==> src/rtl/pet_pkg.sv <==
// Shared encodings for the virtual-pet game-state core: life states,
// action codes and the default stat width.
package pet_pkg;

    localparam int STAT_W_DEF = 4;

    localparam logic [1:0] ST_AWAKE = 2'd0;
    localparam logic [1:0] ST_SLEEP = 2'd1;
    localparam logic [1:0] ST_SICK  = 2'd2;
    localparam logic [1:0] ST_DEAD  = 2'd3;

    localparam logic [2:0] ACT_FEED  = 3'd0;
    localparam logic [2:0] ACT_PLAY  = 3'd1;
    localparam logic [2:0] ACT_SLEEP = 3'd2;
    localparam logic [2:0] ACT_WAKE  = 3'd3;
    localparam logic [2:0] ACT_CURE  = 3'd4;

endpackage

==> src/rtl/toggle_sync.sv <==
// Brings a slow toggle from the clock generator into the clkin domain and
// turns every level change into a single-cycle pulse.
module toggle_sync (
    input  logic clkin,
    input  logic rst,
    input  logic i_tog,
    output logic o_pulse
);

    logic r_s1;
    logic r_s2;
    logic r_p;

    always_ff @(posedge clkin or posedge rst) begin
        if (rst) begin
            r_s1 <= 1'b0;
            r_s2 <= 1'b0;
            r_p  <= 1'b0;
        end else begin
            r_s1 <= i_tog;
            r_s2 <= r_s1;
            r_p  <= r_s2;
        end
    end

    assign o_pulse = r_s2 ^ r_p;

endmodule

==> src/rtl/pet_stats.sv <==
// Virtual-pet game state: needs, health, life state and age, driven by game
// ticks, seconds and user actions taken over a valid/ready handshake.
module pet_stats
    import pet_pkg::*;
#(
    parameter int STAT_W      = STAT_W_DEF,
    parameter int SAT_PERIOD  = 4,
    parameter int FUN_PERIOD  = 3,
    parameter int NRG_PERIOD  = 5,
    parameter int SICK_TH     = 3,
    parameter int BOOST       = 4,
    parameter int SLEEP_MAX_S = 20
) (
    input  logic              clkin,
    input  logic              rst,
    input  logic              tick_v,
    input  logic              tick_1s,
    input  logic              act_valid,
    input  logic [2:0]        act_code,
    output logic              act_ready,
    output logic [STAT_W-1:0] satiety,
    output logic [STAT_W-1:0] fun,
    output logic [STAT_W-1:0] energy,
    output logic [STAT_W-1:0] health,
    output logic [1:0]        pet_state,
    output logic [15:0]       age_s,
    output logic              alarm
);

    localparam logic [STAT_W-1:0] STAT_MAX = '1;
    localparam int SAT_CW = $clog2(SAT_PERIOD + 1);
    localparam int FUN_CW = $clog2(FUN_PERIOD + 1);
    localparam int NRG_CW = $clog2(NRG_PERIOD + 1);
    localparam int SLP_W  = $clog2(SLEEP_MAX_S + 1);
    localparam logic [SAT_CW-1:0] SAT_LAST = SAT_CW'(SAT_PERIOD - 1);
    localparam logic [FUN_CW-1:0] FUN_LAST = FUN_CW'(FUN_PERIOD - 1);
    localparam logic [NRG_CW-1:0] NRG_LAST = NRG_CW'(NRG_PERIOD - 1);
    localparam logic [SLP_W-1:0]  SLP_LIM  = SLP_W'(SLEEP_MAX_S);
    localparam logic [STAT_W-1:0] SICK_LIM = STAT_W'(SICK_TH);
    localparam logic [STAT_W:0]   BOOST_W  = (STAT_W + 1)'(BOOST);
    localparam logic [STAT_W:0]   ONE_W    = (STAT_W + 1)'(1);

    function automatic logic [STAT_W-1:0] f_add(input logic [STAT_W-1:0] a,
                                                 input logic [STAT_W:0]   b);
        logic [STAT_W:0] s;
        s = {1'b0, a} + b;
        return s[STAT_W] ? STAT_MAX : s[STAT_W-1:0];
    endfunction

    function automatic logic [STAT_W-1:0] f_dec(input logic [STAT_W-1:0] a);
        return (a == '0) ? a : a - 1'b1;
    endfunction

    logic w_tick;
    logic w_sec;
    logic w_acc;

    logic [STAT_W-1:0] r_sat, r_fun, r_nrg, r_hlt;
    logic [SAT_CW-1:0] r_sat_cnt;
    logic [FUN_CW-1:0] r_fun_cnt;
    logic [NRG_CW-1:0] r_nrg_cnt;
    logic [SLP_W-1:0]  r_slp;
    logic [15:0]       r_age;
    logic [1:0]        r_state;
    logic              r_alarm;

    logic [STAT_W-1:0] w_sat_n, w_fun_n, w_nrg_n, w_hlt_n;
    logic [SAT_CW-1:0] w_sat_cnt_n;
    logic [FUN_CW-1:0] w_fun_cnt_n;
    logic [NRG_CW-1:0] w_nrg_cnt_n;
    logic [SLP_W-1:0]  w_slp_n;
    logic [15:0]       w_age_n;
    logic [1:0]        w_state_n;
    logic              w_alarm_n;

    toggle_sync u_sync_tick (
        .clkin   (clkin),
        .rst     (rst),
        .i_tog   (tick_v),
        .o_pulse (w_tick)
    );

    toggle_sync u_sync_sec (
        .clkin   (clkin),
        .rst     (rst),
        .i_tog   (tick_1s),
        .o_pulse (w_sec)
    );

    // Ready drops only on a tick cycle, so a held action simply waits one cycle.
    assign act_ready = (r_state != ST_DEAD) & ~w_tick;
    assign w_acc     = act_valid & act_ready;

    // Updates are layered in order: tick, then action, then seconds, then state.
    always_comb begin
        w_sat_n     = r_sat;
        w_fun_n     = r_fun;
        w_nrg_n     = r_nrg;
        w_hlt_n     = r_hlt;
        w_sat_cnt_n = r_sat_cnt;
        w_fun_cnt_n = r_fun_cnt;
        w_nrg_cnt_n = r_nrg_cnt;
        w_slp_n     = r_slp;
        w_age_n     = r_age;
        w_state_n   = r_state;
        if (r_state != ST_DEAD) begin
            if (w_tick) begin
                if (r_sat_cnt == SAT_LAST) begin
                    w_sat_cnt_n = '0;
                    w_sat_n     = f_dec(r_sat);
                end else begin
                    w_sat_cnt_n = r_sat_cnt + 1'b1;
                end
                if (r_state == ST_SLEEP) begin
                    w_nrg_n = f_add(r_nrg, ONE_W);
                end else begin
                    if (r_fun_cnt == FUN_LAST) begin
                        w_fun_cnt_n = '0;
                        w_fun_n     = f_dec(r_fun);
                    end else begin
                        w_fun_cnt_n = r_fun_cnt + 1'b1;
                    end
                    if (r_nrg_cnt == NRG_LAST) begin
                        w_nrg_cnt_n = '0;
                        w_nrg_n     = f_dec(r_nrg);
                    end else begin
                        w_nrg_cnt_n = r_nrg_cnt + 1'b1;
                    end
                end
                if (w_sat_n == '0 || w_fun_n == '0 || w_nrg_n == '0) begin
                    w_hlt_n = f_dec(r_hlt);
                end
            end
            if (w_acc) begin
                if (r_state == ST_SLEEP) begin
                    if (act_code == ACT_WAKE) w_state_n = ST_AWAKE;
                end else begin
                    case (act_code)
                        ACT_FEED: w_sat_n = f_add(w_sat_n, BOOST_W);
                        ACT_PLAY: begin
                            if (r_state == ST_AWAKE) begin
                                w_fun_n = f_add(w_fun_n, BOOST_W);
                                w_nrg_n = f_dec(w_nrg_n);
                            end
                        end
                        ACT_SLEEP: begin
                            if (r_state == ST_AWAKE) begin
                                w_state_n = ST_SLEEP;
                                w_slp_n   = '0;
                            end
                        end
                        ACT_CURE: w_hlt_n = f_add(w_hlt_n, BOOST_W);
                        default: ;
                    endcase
                end
            end
            if (w_sec) begin
                if (r_age != 16'hFFFF) w_age_n = r_age + 16'd1;
                if (r_state == ST_SLEEP && r_slp != '1) w_slp_n = r_slp + 1'b1;
            end
            if (w_hlt_n == '0) begin
                w_state_n = ST_DEAD;
            end else if (w_state_n == ST_SLEEP && (w_nrg_n == STAT_MAX || w_slp_n == SLP_LIM)) begin
                w_state_n = ST_AWAKE;
            end else if (w_state_n == ST_AWAKE && w_hlt_n <= SICK_LIM) begin
                w_state_n = ST_SICK;
            end else if (w_state_n == ST_SICK && w_hlt_n > SICK_LIM) begin
                w_state_n = ST_AWAKE;
            end
        end
        w_alarm_n = (w_sat_n == '0) | (w_fun_n == '0) | (w_nrg_n == '0) | (w_state_n == ST_SICK);
    end

    always_ff @(posedge clkin or posedge rst) begin
        if (rst) begin
            r_sat     <= STAT_MAX;
            r_fun     <= STAT_MAX;
            r_nrg     <= STAT_MAX;
            r_hlt     <= STAT_MAX;
            r_sat_cnt <= '0;
            r_fun_cnt <= '0;
            r_nrg_cnt <= '0;
            r_slp     <= '0;
            r_age     <= '0;
            r_state   <= ST_AWAKE;
            r_alarm   <= 1'b0;
        end else begin
            r_sat     <= w_sat_n;
            r_fun     <= w_fun_n;
            r_nrg     <= w_nrg_n;
            r_hlt     <= w_hlt_n;
            r_sat_cnt <= w_sat_cnt_n;
            r_fun_cnt <= w_fun_cnt_n;
            r_nrg_cnt <= w_nrg_cnt_n;
            r_slp     <= w_slp_n;
            r_age     <= w_age_n;
            r_state   <= w_state_n;
            r_alarm   <= w_alarm_n;
        end
    end

    assign satiety   = r_sat;
    assign fun       = r_fun;
    assign energy    = r_nrg;
    assign health    = r_hlt;
    assign pet_state = r_state;
    assign age_s     = r_age;
    assign alarm     = r_alarm;

endmodule
==> config.mk <==
export PLATFORM = sky130hd
export DESIGN_NAME = pet_stats
export DESIGN_NICKNAME = d
export VERILOG_FILES = /design/src/rtl/pet_pkg.sv /design/src/rtl/toggle_sync.sv /design/src/rtl/pet_stats.sv
export SDC_FILE = /design/constraint.sdc
export NUM_CORES = 1
export LEC_CHECK = 0
export ABC_AREA = 1
export CAP_MARGIN = 20
export CELL_PAD_IN_SITES_DETAIL_PLACEMENT = 1
export CELL_PAD_IN_SITES_GLOBAL_PLACEMENT = 2
export CORE_ASPECT_RATIO = 1.1
export CORE_MARGIN = 2
export CORE_UTILIZATION = 33
export CTS_BUF_LIST = sky130_fd_sc_hd__clkbuf_8
export CTS_CLUSTER_SIZE = 20
export DETAILED_ROUTE_END_ITERATION = 8
export GPL_ROUTABILITY_DRIVEN = 0
export HOLD_SLACK_MARGIN = 0.15
export PLACE_DENSITY = 0.82
export SKIP_CTS_REPAIR_TIMING = 1
export SLEW_MARGIN = 20
export SYNTH_ARGS = -nofsm -noshare
export SYNTH_HDL_FRONTEND = slang
export SYNTH_SLANG_ARGS = --single-unit
==> constraint.sdc <==
create_clock -name clkin -period 2.7 [get_ports clkin]
set_input_delay 0.405 -clock clkin [delete_from_list [all_inputs] [get_ports clkin]]
set_output_delay 0.405 -clock clkin [all_outputs]
set_load 0.01 [all_outputs]
# Yosys cells after proc, flatten, opt, wreduce, memory -nomap -nowiden
# Index checks and enable logic that the tools add are counted.
# op_classes
addsub	14
n_lt_le_gt_ge	2
eq_ne	16
mux	69
n_bitwise	9
n_reduce_logical	25
# op_table
op	n
2-to-1 mux 4 bit	48
logical NOT 4 bit	12
2-to-1 mux 5 bit	7
2-to-1 mux 2 bit	12
subtractor 4 x 1 -> 4 bit (second input constant)	5
adder 16 x 1 -> 16 bit (second input constant)	1
inequality test 16 bit (second input constant)	1
adder 4 x 3 -> 5 bit (second input constant)	3
equality test 3 x 2 -> 1 bit (second input constant)	3
adder 3 x 1 -> 3 bit (second input constant)	2
equality test 2 bit (second input constant)	3
equality test 3 bit (second input constant)	2
2-to-1 mux 3 bit	2
AND reduction 3 bit	2
adder 4 x 1 -> 5 bit (second input constant)	1
adder 5 x 1 -> 5 bit (second input constant)	1
equality test 5 bit (second input constant)	1
inequality test 5 bit (second input constant)	1
equality test 2 x 1 -> 1 bit (second input constant)	2
equality test 4 bit (second input constant)	1
greater-than comparator 4 x 2 -> 1 bit (second input constant)	1
less-or-equal comparator 4 x 2 -> 1 bit (second input constant)	1
logical AND 1 bit	4
logical NOT 2 bit	2
10 further kinds	17
# totals
regBits	54
in_bits	8
output_inout_bits	36

# Longest topological paths before layout
# Gate-level depths: netlist of the first run.
# logic_depth
depth_word	27
mapped_depth	22
depth_no_buf	22

# By module
# From an unflattened synthesis of the first run, not the netlist that was laid out.
# hier_totals
cells_unflattened	483
hier_area_um2	3538.4
# by_module_without_submodules
module	n_inst	cells_per_inst	area_each_um2	seq_area_each_um2
pet_stats	1	465	3343.2	1221.2
toggle_sync	2	9	97.6	75.1

# Worst setup path after synthesis of the first run
# OpenSTA, ideal clock, no wires.
# synth_timing
path_type	reg-to-reg
startpoint	register r_nrg[0] (netlist: energy[0])
endpoint	register r_alarm (netlist: alarm)
arrival_time_ns	2.267
path_slack_ns	0.314
stages_incl_launch_ff	16
path_buffers	0
period_less_slack_ns	2.386
path_cell_list	dfstp_2 -> inv_1 -> ha_1 -> nand3_1 -> nand2_1 -> nand2_1 -> o21ai_1 -> o21ai_2 -> ha_1 -> nand3_2 -> nand3b_1 -> nand2_1 -> o21ai_1 -> nor2_1 -> a21oi_1 -> nand2_1
# synth_via
elab_cells_between_ends	48
cone_classes	4 x add/sub; 2 x order compare; 2 x eq/ne; 28 x mux; 2 x bitwise; 10 x reduce/logical
# synth_lines
element	line_no	source
from (decl)	pet_stats.sv:58	logic [STAT_W-1:0] r_sat, r_fun, r_nrg, r_hlt;
from (signal assigned)	pet_stats.sv:190	r_nrg <= w_nrg_n;
subtractor 4 x 1 -> 4 bit or logical NOT 4 bit (tied branches)	pet_stats.sv:51	return (a == '0) ? a : a - 1'b1;
2-to-1 mux 4 bit	pet_stats.sv:51	
2-to-1 mux 4 bit	pet_stats.sv:123	if (r_nrg_cnt == NRG_LAST) begin
2-to-1 mux 4 bit	pet_stats.sv:114	if (r_state == ST_SLEEP) begin
2-to-1 mux 4 bit	pet_stats.sv:107	if (w_tick) begin
2-to-1 mux 4 bit	pet_stats.sv:106	if (r_state != ST_DEAD) begin
2-to-1 mux 4 bit	pet_stats.sv:107	
2-to-1 mux 4 bit	pet_stats.sv:106	
(+4 left out)	--	
2-to-1 mux 4 bit	pet_stats.sv:135	if (r_state == ST_SLEEP) begin
2-to-1 mux 4 bit	pet_stats.sv:134	if (w_acc) begin
2-to-1 mux 4 bit	pet_stats.sv:106	
2-to-1 mux 4 bit (*)	pet_stats.sv:106	
net w_nrg_n[0]	pet_stats.sv:67	logic [STAT_W-1:0] w_sat_n, w_fun_n, w_nrg_n, w_hlt_n;
logical NOT 4 bit (*)	pet_stats.sv:171	w_alarm_n = (w_sat_n == '0) | (w_fun_n == '0) | (w_nrg_n == '0) | (w_state_n == ST_SICK);
bitwise OR 1 bit (*) (2 in a row)	pet_stats.sv:171	
net w_alarm_n	pet_stats.sv:74	logic w_alarm_n;
to (signal assigned)	pet_stats.sv:198	r_alarm <= w_alarm_n;
to (decl)	pet_stats.sv:65	logic r_alarm;
# Mark *: on every way through the listed nets, which the timed path passes. The rest lies on a longest branch. The select of a mux whose other input is x is not followed.
# A chain may end at the register's enable or synchronous reset.

# Worst setup path in the final report of the first run
# Ends and elaborated chain as after synthesis.

==> flow_metrics.tcl, run 1 <==
set metrics [dict create \
    rr_worst_depth 14 \
    ir_drop_mv 0.389 \
    route.met3.wl_um 209 \
    synthTopCellsByArea "dfrtp_1 (27%), nand2_1 (13%), dfstp_2 (12%), nand3_1 (8.1%), inv_1 (5.9%)" \
    crit_chain "inv_2 -> ha_4 -> nand3_1 -> nand3_1 -> nand2_1 -> o21ai_2 -> ha_2 -> nand3_2 -> nand3b_1 -> nand2_1 -> o21ai_2 -> nor2_1 -> a21oi_1 -> nand2_1" \
    yosysMostFrequentCell "nand2_1" \
    htreeDepth 2 \
    power.total_uw 4590 \
    cts_root_buf "clkbuf_8" \
    viasPerCell 4.94 \
    slowest_delay_ps 610 \
    cp.depth 14 \
    dp_cells 662 \
    grt_max_degree 29 \
    portBuffers 43 \
    start_util_pct 33.8 \
    path_class "flop to flop" \
    io_pins 44 \
    synth_top_area_share_pct 27.1 \
    die_h_um 112 \
    worstPathMaxFanout 5 \
    syn_inst 477 \
    startpoint "energy[0]" \
    slew_violations 0 \
    wl_per_cell_um 14.4 \
    final_cells 682 \
    cp-start-kind "flop" \
    grt_pass1_wl_um 16400 \
    top_layer "met4" \
    setup_viol 0 \
    synth_commonest_cells "nand2_1 (120), nand3_1 (57), inv_1 (55), nor2_1 (46), dfrtp_1 (38)" \
    crit_path_frequent_cell "nand2_1" \
    wl_met2_um 5230 \
    critPathCaptureType "flop" \
    firstDrtPassIters 4 \
    rows 39 \
    fin_crit_ps 2600 \
    drive_above_1_share_pct 18.6 \
    timing.rr.start "energy[0]" \
    worst_slew_pin_slew_ps 611 \
    die_area_mm2 0.0115 \
    drt_iter0_drc 106 \
    antenna_left 0 \
    core_mm2 0.0104 \
    dp_hpwl_um 7400 \
    numCtsBuffers 5 \
    grt_use_total_pct 17.7 \
    crit_family "simple AND/OR/NAND/NOR gates" \
    drc 0 \
    leakage_uw 0.00207 \
    hold_viol 0 \
    synth_flop_cell "dfrtp_1" \
    finClkSkew_ps 10.9 \
    slowest_stage "dfstp_2" \
    fin_util_pct 42.6 \
    crit_end "alarm" \
    yosysWarnings 0 \
    cap_violations 0 \
    overflow 0 \
    worstPathArrival_ps 2830 \
    cts.clk_slew.worst_paths_ps 110 \
    reg2reg_to "alarm" \
    slew_headroom_pct 59.2 \
    cts_tree "built" \
    status "finished clean" \
    synth_seq_cells 54 \
    layout.nets 558 \
    p_per_area_mw_per_mm2 1040 \
    syn-cell-area_mm2 0.00351 \
    critPathBufInv 1 \
    reg2reg_slack_ps 100 \
    clk_path_buf_depth 2 \
    clk_latency_ps 330 \
    ys_seq_area_share_pct 39.1 \
    crit_required_ps 2930 \
    synthesis.nets 497 \
    hp-class "flop to flop" \
    synth_cell_types 38 \
    synth-edff-count 0 \
    antenna_found_initial 0 \
    async_flop_share_pct 100 \
    antenna_cells 0 \
    vias 3371 \
    syn_area_per_cell_um2 7.36 \
    fmax_ghz 0.384 \
    syn_to_final_growth_pct 26.2 \
    met1_length_um 4280 \
    yosys.area.top_type "dfrtp_1" \
    period_share_pct 96.5 \
    clock-sinks 54 \
    die_w_um 102 \
    grt_pass1_vias 3525 \
    wirelength_um 9830 \
    fillers 1317 \
]
[state kept, by name, indices dropped and copies added, names as in the netlist]
signal / cells
u_sync_sec.r_p: 1
r_slp: 5
health: 4
u_sync_tick.r_p: 1
fun: 4
u_sync_sec.r_s1: 1
age_s: 16
u_sync_tick.r_s2: 1
satiety: 4
r_sat_cnt: 3
pet_state: 2
r_fun_cnt: 2
r_nrg_cnt: 3
energy: 4
u_sync_tick.r_s1: 1
alarm: 1
u_sync_sec.r_s2: 1
[power breakdown]
part           switching, uW  internal, uW
Combinational           1500          1130
Clock                    314           195
Sequential               294          1150
Total                   2110          2470
[worst register-to-register path, delay by kind of cell (launching register included)]
family	cells	cell delay, ps
compound gates	3	520
fa+ha+maj	2	530
buf+inv	1	100
simple gates	8	750
flops	1	610
[metal layers]
metal	global-route usage (%)	vias up
li1	-	1674
met1	20.9	1653
met2	33.1	35
met3	2.93	9
met4	3.73	0
met5	0	-
[final cells by class]
cell class | instances | area [um2] | area share [%]
clock buffer | 5 | 68.8 | 1.55
clock inverter | 3 | 28.8 | 0.650
inverter | 61 | 229 | 5.17
multi-input combinational | 354 | 1970 | 44.4
sequential | 54 | 1370 | 31.0
tap | 143 | 179 | 4.04
timing repair buffer | 62 | 586 | 13.2
[worst min-delay path by stage]
| stage | startpoint | to | slack [ps] | cells after the start |
|---|---|---|---|---|
| after floorplan | u_sync_sec.r_s1 | u_sync_sec.r_s2 | 330 | 0 |
| after global placement | u_sync_sec.r_s1 | u_sync_sec.r_s2 | 330 | 0 |
| after detailed placement | u_sync_sec.r_s1 | u_sync_sec.r_s2 | 340 | 0 |
| after CTS | u_sync_tick.r_s1 | u_sync_tick.r_s2 | 360 | 0 |
| after global routing | u_sync_tick.r_s1 | u_sync_tick.r_s2 | 390 | 0 |
| final | u_sync_tick.r_s1 | u_sync_tick.r_s2 | 360 | 0 |
[kinds of logic (layout without fill, tap and decap cells)]
group | count (synthesis) | after routing | synth area share [%]
XOR/XNOR | 18 | 18 | 4.49
buffers and inverters | 69 | 131 | 7.95
adder cells (fa/ha/maj) | 12 | 12 | 4.28
AO/OA/AOI/OAI | 53 | 53 | 8.59
AND/OR/NAND/NOR | 271 | 271 | 35.6
flip-flops | 54 | 54 | 39.1
[placed cells by master (no fill, tap or decap), types with 11 or more instances in the layout]
| master | synthesis | final |
|---|---|---|
| nand2_1 | 120 | 117 |
| inv_2 | 6 | 12 |
| dfrtp_1 | 38 | 38 |
| clkdlybuf4s50_1 | 0 | 43 |
| o21ai_0 | 19 | 17 |
| nand2_2 | 9 | 11 |
| buf_4 | 2 | 18 |
| nand3_1 | 57 | 52 |
| nor2_1 | 46 | 46 |
| inv_1 | 55 | 49 |
| dfstp_2 | 16 | 16 |
[through the flow]
step / hold WS [ps] / instance area [um2] / worst slack (ps) / TNS, ps
floorplan: 331 / 3510 / 314 / 0
detailed placement: 340 / 4140 / -12.8 / -12.8
CTS: 362 / 4230 / -49.8 / -65.2
global placement: 335 / 4140 / 83.5 / 0
finish: 360 / 4430 / 95.6 / 0
global route: 388 / 4430 / -69.8 / -132
Power figures use the tool's default switching activity.
==> inputs of run 2 (changes only) <==
--- a/config.mk
+++ b/config.mk
@@ -11,13 +11,13 @@
 export CELL_PAD_IN_SITES_GLOBAL_PLACEMENT = 2
 export CORE_ASPECT_RATIO = 1.1
 export CORE_MARGIN = 2
-export CORE_UTILIZATION = 33
+export CORE_UTILIZATION = 30
 export CTS_BUF_LIST = sky130_fd_sc_hd__clkbuf_8
 export CTS_CLUSTER_SIZE = 20
 export DETAILED_ROUTE_END_ITERATION = 8
 export GPL_ROUTABILITY_DRIVEN = 0
 export HOLD_SLACK_MARGIN = 0.15
-export PLACE_DENSITY = 0.82
+export PLACE_DENSITY = 0.76
 export SKIP_CTS_REPAIR_TIMING = 1
 export SLEW_MARGIN = 20
 export SYNTH_ARGS = -nofsm -noshare
==> flow_metrics.tcl, run 2 (synthesis gave the netlist of run 1 again) <==
set metrics [dict create \
    reg2reg_to "alarm" \
    clock-sinks 54 \
    dp_hpwl_um 7570 \
    final_cells 687 \
    drc 0 \
    status "finished clean" \
    met1_length_um 4330 \
    portBuffers 43 \
    hold_end "u_sync_sec.r_s2" \
    cp-start-kind "flop" \
    cts_tree "built" \
    antenna_found_initial 0 \
    clk_latency_ps 320 \
    die_area_mm2 0.0126 \
    largest_reg_flops 16 \
    mostFrequentLayoutCell "nand2_1" \
    min_from "u_sync_sec.r_s1" \
    antenna_cells 0 \
    timing.final.ws_setup_ps 186 \
    fmax_ghz 0.398 \
    multi_input_area_mm2 0.00196 \
    core_mm2 0.0114 \
    rr_worst_depth 15 \
    firstDrtPassIters 4 \
    cts_root_buf "clkbuf_8" \
    start_util_pct 30.7 \
    die_h_um 117 \
    leakage_uw 0.00206 \
    dp_cells 670 \
    worst_slew_pin_slew_ps 621 \
    layout.nets 556 \
    grt_pass1_vias 3445 \
    numCtsBuffers 5 \
    finClkSkew_ps 7.08 \
    path_class "flop to flop" \
    drive_above_1_share_pct 17.7 \
    slew_headroom_pct 58.5 \
    viasPerCell 4.82 \
    route.met3.wl_um 237 \
    reg2reg_slack_ps 190 \
    cts.clk_slew.worst_paths_ps 110 \
    rows 41 \
    grt_max_degree 29 \
    ir_drop_mv 0.447 \
    cap_violations 0 \
    vias 3309 \
    clk_path_buf_depth 2 \
    wl_per_cell_um 14.2 \
    worstPathMaxFanout 5 \
    setup_viol 0 \
    holdPathStages 0 \
    syn_to_final_growth_pct 25.8 \
    io_pins 44 \
    seq_area_mm2 0.00137 \
    fin_crit_ps 2510 \
    drt_iter0_drc 65 \
    overflow 0 \
    hp-class "flop to flop" \
    wl_met2_um 5020 \
    fillers 1445 \
    grt_use_total_pct 16.5 \
    grt_pass1_wl_um 16800 \
    slew_violations 0 \
    top_layer "met4" \
    critPathCaptureType "flop" \
    crit_required_ps 2920 \
    htreeDepth 2 \
    worstPathArrival_ps 2730 \
    period_share_pct 93.1 \
    p_per_area_mw_per_mm2 1020 \
    antenna_left 0 \
    die_w_um 107 \
    mostFrequentLayoutCells "nand2_1 (118), nand3_1 (52), inv_1 (50)" \
    timing.rr.start "energy[0]" \
    hold_viol 0 \
    wirelength_um 9760 \
    post-place-ws_ps -26.9 \
]
[run 2: worst max-delay path: stages (launching register included)]
cell      delay [ps]
dfstp_2          590
inv_2             70
ha_2             200
nand3_2          100
nand2_2           90
nand2_1          100
o21ai_1           80
o21ai_2          210
ha_2             230
nand3_2          110
nand3b_1         100
nand2_1           90
o21ai_2          150
nor2_1            60
a21oi_1          140
nand2_1           70
[run 2: how the worst max path moves through the flow]
| stage | start | endpoint | slack (ps) | cells past startpoint |
|---|---|---|---|---|
| detailed placement | energy[0] | alarm | -30 | 15 |
| finish | energy[0] | alarm | 190 | 15 |
| CTS | energy[0] | alarm | -50 | 15 |
| global placement | energy[0] | alarm | 100 | 16 |
| floorplan | energy[0] | alarm | 310 | 15 |
| global route | r_nrg_cnt[0] | alarm | -20 | 18 |
[run 2: area by class of cell]
cell class / instances / area share (%)
repair buffers: 60 / 12.9
well taps: 150 / 4.25
inverters: 61 / 5.18
clock inverters: 2 / 0.368
flip-flops and latches: 54 / 31.0
clock buffers: 6 / 1.87
multi-input cells: 354 / 44.4
[run 2: where the power goes]
part / switching, uW / internal, uW
logic: 1470 / 1080
registers: 282 / 1150
clock network: 293 / 212
total: 2050 / 2440
[run 2: through the flow]
| step | power [uW] | utilization [%] | hold slack [ps] | cell area, um2 | TNS [ps] |
|---|---|---|---|---|---|
| detailed placement | 3810 | 36.3 | 337 | 4150 | -26.9 |
| CTS | 4350 | 37.2 | 368 | 4250 | -66.7 |
| finish | 4490 | 38.6 | 361 | 4420 | 0 |
| floorplan | 2960 | - | 331 | 3510 | 0 |
| global placement | 3730 | 36.3 | 337 | 4150 | 0 |
| global route | 4940 | 38.6 | 375 | 4420 | -28.9 |
[run 2: layer usage]
| metal | global-route usage (%) | up-vias |
|---|---|---|
| li1 | - | 1666 |
| met1 | 20.2 | 1594 |
| met2 | 29.0 | 38 |
| met3 | 2.99 | 11 |
| met4 | 5.19 | 0 |
| met5 | 0 | - |
